### config.mk
export PLATFORM = sky130hd
export DESIGN_NAME = pipe_stage_skid_reg
export DESIGN_NICKNAME = d
export VERILOG_FILES = /design/src/rtl/pipe_pkg.sv /design/src/rtl/pipe_entry.sv /design/src/rtl/pipe_stage_skid_reg.sv
export SDC_FILE = /design/constraint.sdc
export NUM_CORES = 1
export LEC_CHECK = 0
export ABC_AREA = 1
export CAP_MARGIN = 20
export CORE_MARGIN = 2
export CORE_UTILIZATION = 25
export DETAILED_ROUTE_END_ITERATION = 8
export PLACE_DENSITY = 0.47
export REMOVE_ABC_BUFFERS = 1
export SETUP_SLACK_MARGIN = 0.2
export SLEW_MARGIN = 10
export SYNTH_ARGS = -nofsm -noshare
export SYNTH_HDL_FRONTEND = slang
export SYNTH_SLANG_ARGS = --single-unit
### constraint.sdc
create_clock -name clk -period 2.2 [get_ports clk]
set_input_delay 0.44 -clock clk [delete_from_list [all_inputs] [get_ports clk]]
set_output_delay 0.44 -clock clk [all_outputs]
set_load 0.01 [all_outputs]
### src/rtl/pipe_pkg.sv
// pipe_pkg: shared widths, bubble constant and occupancy encoding for the skid pipeline stage
package pipe_pkg;
  localparam int DATA_W_DEF = 96;
  localparam int CTRL_W_DEF = 16;
  localparam logic [CTRL_W_DEF-1:0] CTRL_BUBBLE_DEF = '0;
  typedef enum logic [1:0] {
    OCC_EMPTY = 2'd0,
    OCC_ONE   = 2'd1,
    OCC_TWO   = 2'd2
  } occ_e;
  function automatic occ_e occ_of(input logic main_v, input logic skid_v);
    return occ_e'({1'b0, main_v} + {1'b0, skid_v});
  endfunction
endpackage

### src/rtl/pipe_entry.sv
// pipe_entry: one valid+ctrl+data holding register with clear and load
module pipe_entry
  import pipe_pkg::*;
#(
  parameter int                DATA_W      = DATA_W_DEF,
  parameter int                CTRL_W      = CTRL_W_DEF,
  parameter logic [CTRL_W-1:0] CTRL_BUBBLE = CTRL_W'(CTRL_BUBBLE_DEF)
) (
  input  logic              clk,
  input  logic              rst,
  input  logic              clr_i,
  input  logic              ld_i,
  input  logic              valid_i,
  input  logic [CTRL_W-1:0] ctrl_i,
  input  logic [DATA_W-1:0] data_i,
  output logic              valid_o,
  output logic [CTRL_W-1:0] ctrl_o,
  output logic [DATA_W-1:0] data_o
);
  logic              valid_q;
  logic [CTRL_W-1:0] ctrl_q;
  logic [DATA_W-1:0] data_q;
  always_ff @(posedge clk) begin
    if (rst || clr_i) begin
      valid_q <= 1'b0;
      ctrl_q  <= CTRL_BUBBLE;
      data_q  <= '0;
    end else if (ld_i) begin
      valid_q <= valid_i;
      ctrl_q  <= ctrl_i;
      data_q  <= data_i;
    end
  end
  assign valid_o = valid_q;
  assign ctrl_o  = ctrl_q;
  assign data_o  = data_q;
endmodule

### src/rtl/pipe_stage_skid_reg.sv
// pipe_stage_skid_reg: pipeline stage register with optional skid entry, halt and flush
module pipe_stage_skid_reg
  import pipe_pkg::*;
#(
  parameter int                DATA_W      = DATA_W_DEF,
  parameter int                CTRL_W      = CTRL_W_DEF,
  parameter logic [CTRL_W-1:0] CTRL_BUBBLE = CTRL_W'(CTRL_BUBBLE_DEF),
  parameter bit                SKID        = 1'b1
) (
  input  logic              clk,
  input  logic              rst,
  input  logic              hlt,
  input  logic              flush,
  input  logic              in_valid,
  output logic              in_ready,
  input  logic [CTRL_W-1:0] in_ctrl,
  input  logic [DATA_W-1:0] in_data,
  output logic              out_valid,
  input  logic              out_ready,
  output logic [CTRL_W-1:0] out_ctrl,
  output logic [DATA_W-1:0] out_data,
  output logic [1:0]        occupancy
);
  logic              main_v, skid_v, acc, drn, take_in, from_skid;
  logic              main_v_d;
  logic [CTRL_W-1:0] main_c, skid_c, main_c_d;
  logic [DATA_W-1:0] main_dat, skid_dat, main_dat_d;
  // in skid mode ready comes only from registered state, cutting the out_ready path
  assign in_ready  = (SKID ? !skid_v : (!main_v || out_ready)) && !hlt && !flush && !rst;
  assign out_valid = main_v && !hlt && !rst;
  assign out_ctrl  = out_valid ? main_c : CTRL_BUBBLE;
  assign out_data  = rst ? '0 : main_dat;
  assign occupancy = rst ? OCC_EMPTY : occ_of(main_v, skid_v);
  assign acc       = in_valid && in_ready;
  assign drn       = out_valid && out_ready;
  assign from_skid = drn && skid_v;
  assign take_in   = acc && (!main_v || drn);
  assign main_v_d   = from_skid || take_in;
  assign main_c_d   = from_skid ? skid_c : take_in ? in_ctrl : CTRL_BUBBLE;
  assign main_dat_d = from_skid ? skid_dat : take_in ? in_data : '0;
  pipe_entry #(.DATA_W(DATA_W), .CTRL_W(CTRL_W), .CTRL_BUBBLE(CTRL_BUBBLE)) u_main (
    .clk     (clk),
    .rst     (rst),
    .clr_i   (flush),
    .ld_i    (drn || take_in),
    .valid_i (main_v_d),
    .ctrl_i  (main_c_d),
    .data_i  (main_dat_d),
    .valid_o (main_v),
    .ctrl_o  (main_c),
    .data_o  (main_dat)
  );
  if (SKID) begin : g_skid
    logic skid_ld, skid_v_d;
    assign skid_v_d = acc && main_v && !drn;
    assign skid_ld  = skid_v_d || from_skid;
    pipe_entry #(.DATA_W(DATA_W), .CTRL_W(CTRL_W), .CTRL_BUBBLE(CTRL_BUBBLE)) u_skid (
      .clk     (clk),
      .rst     (rst),
      .clr_i   (flush),
      .ld_i    (skid_ld),
      .valid_i (skid_v_d),
      .ctrl_i  (skid_v_d ? in_ctrl : CTRL_BUBBLE),
      .data_i  (skid_v_d ? in_data : '0),
      .valid_o (skid_v),
      .ctrl_o  (skid_c),
      .data_o  (skid_dat)
    );
  end else begin : g_noskid
    assign skid_v   = 1'b0;
    assign skid_c   = CTRL_BUBBLE;
    assign skid_dat = '0;
  end
endmodule

==> metrics <==
die area=46510 µm²; total wire length=36530 µm; max cap viols=0; final worst slack=189.8 ps; Initial Utilization=0.2533; Starting DRT DRC Count=531; Gate Count Post-Synth=1735; Yosys cell types=19; clk slew on worst S/H paths=60 ps; Hold Path Origin=g_skid.u_skid.data_o[59]; Final TNS setup=0 ps; peak supply drop=369.6 µV; Max Freq=0.4975 GHz; Leakage=7.167 nW; Pwr Total=9.731 mW; layout cell share with drive strength beyond 1=0.09174; Die H=215.7 µm; crit path time final=2010 ps; crit path capture type=primary output; Slew Limit Fails=0; Core ar.=44220 µm²; WHS Endpoint=g_skid.u_skid.data_o[59]; outcome=finished clean; Layout Nets=2072; initial antenna violation count=0; clock buffer depth=3; Synth Cell Area=11200 µm²; latest clock arrival within the worst-skew pair=550 ps; worst hold stages=2; Synth area leader=dfxtp_1; Synth warnings=0; reg-to-reg critical path endpoint=u_main.data_o[20]; FF-to-FF Start=u_main.valid_o; Reg2Reg Depth=10; Routability Congestion=0.7276; most frequent cells in the layout=nor2_1, inv_1, nand2_1, nand3_1, dfxtp_1; Seq/Total Area, Yosys=0.4040; Non-Filler Instances=2565; Die W=215.7 µm; Pwr Density=622.6 nW/µm²; First-pass DRT Iterations=5; Total GRT Usage=0.1555; FF+latch count, synth=226; startpoint types=register; H-tree levels=1; GR Overflow Total=0; most common cell after layout, fill and taps aside=nor2_1; r2r setup slk=400 ps; Worst-Margin Slew=645.0 ps; CP arrival=1570 ps; Setup CP Type=register to primary output; Worst Skew=7.950 ps; Root Buffer=clkbuf_16; Vias=11170; total CTS buffers=28; IO buf count=233; setup repair after global routing missed its margin=true; Synth Area per Inst=6.455 µm²; vias in the first global route=11190; WP data required=1760 ps; remaining routing DRC violations=0; Area contributors post-synth=dfxtp_1, nor2_1, nand3_1; num ports=234; vias per cell=4.356; post-synth top area share=0.4040; fin crit share=0.9137; max-slew headroom at the worst pin=0.5700; # rows=77; routed length per placed instance=14.24 µm; Detail Route Antenna Nets=0; Final HPWL DP=22590 µm; endpoints failing setup=0; n_diodes=0; worst slack, placed=-143.4 ps; Hold Path Class=register to register; Layout area overhead=39.56%; CTS tree=done; clock tree sinks=226; first-pass GRT wire length=59200 µm; Final Hold Vio Count=0; largest net degree at the start of global routing=115; placed insts=2506; Max FO, Critical Path=8
-- cell usage after synthesis --
master,n
nand3_2,2
nand2_1,230
buf_1,3
o21bai_1,112
nor2_4,1
dfxtp_1,226
clkinv_1,1
inv_1,232
nor2_1,452
nand3_1,226
o21ai_4,1
inv_2,1
a21oi_1,113
nor2_2,2
buf_4,10
ha_1,1
nand4_2,1
buf_2,59
clkbuf_1,62
-- through the flow --
| stage | utilization | hold slack [ps] | area, µm² |
|---|---|---|---|
| final | 0.3535 | 476.0 | 15630 |
| after global routing | 0.3535 | 482.7 | 15630 |
| after CTS | 0.3510 | 453.8 | 15520 |
| after detailed placement | 0.3311 | 471.1 | 14640 |
| after global placement | 0.3311 | 463.2 | 14640 |
| after floorplan | - | 460.1 | 10590 |
-- worst max-delay path by stage --
stage | cells past startpoint | end | start | slack, ps
after floorplan | 6 | g_skid.u_skid.ctrl_o[0] | hlt | -3770
after global placement | 6 | out_ctrl[0] | hlt | -130
after detailed placement | 6 | out_ctrl[14] | hlt | -140
after CTS | 4 | out_ctrl[14] | u_main.valid_o | 130
after global routing | 5 | out_ctrl[11] | u_main.valid_o | 130
final | 5 | out_ctrl[0] | u_main.valid_o | 190
-- layout make-up --
class	count	area (µm²)
Tap cell	592	740.7
Inverter	234	883.3
Fill cell	4749	28590
Clock inverter	15	177.7
Sequential cell	226	4532
Multi-Input combinational cell	1141	5285
Clock buffer	35	779.5
Timing Repair Buffer	322	3232
-- power by group --
part           internal (mW)  switching [mW]  leakage, nW
registers               4.12          0.0160         1.82
logic                  0.381           0.378         4.87
clock network           2.96            1.87        0.477
-- logic make-up (layout without fill, tap and decap cells) --
logic type | Yosys count | count (layout) | share of synthesized area
adder cells (fa/ha/maj) | 1 | 1 | 0.001117
buffers and inverters | 368 | 606 | 0.1333
AO/OA/AOI/OAI | 226 | 226 | 0.1270
flip-flops | 226 | 226 | 0.4040
AND/OR/NAND/NOR | 914 | 914 | 0.3346
-- registers in the layout (all words and copies together) (netlist names) --
name	cells
g_skid.u_skid.ctrl_o	16
g_skid.u_skid.valid_o	1
u_main.valid_o	1
g_skid.u_skid.data_o	96
u_main.data_o	96
u_main.ctrl_o	16
-- per-layer routing --
layer	part of all wire	GRT usage
met1	0.47	0.2050
met3	0.040	0.01903
met4	0.014	0.03678
met2	0.47	0.2698
met5	0	0
-- timing repair --
action	4_1_cts	5_1_grt
pin swaps	1	2
buffers inserted	5	2
gates resized for setup	175	28
hold buffers	0	0
setup endpoints to repair	116	17
cloned	2	0
-- worst max-delay path, stage by stage, from the launching register on --
cell and delay (ps):
dfxtp_4 370, nand3_4 130, buf_12 160, buf_16 130, nor2_1 90, buf_2 140
No activity file was read; power rests on OpenSTA's default activity.
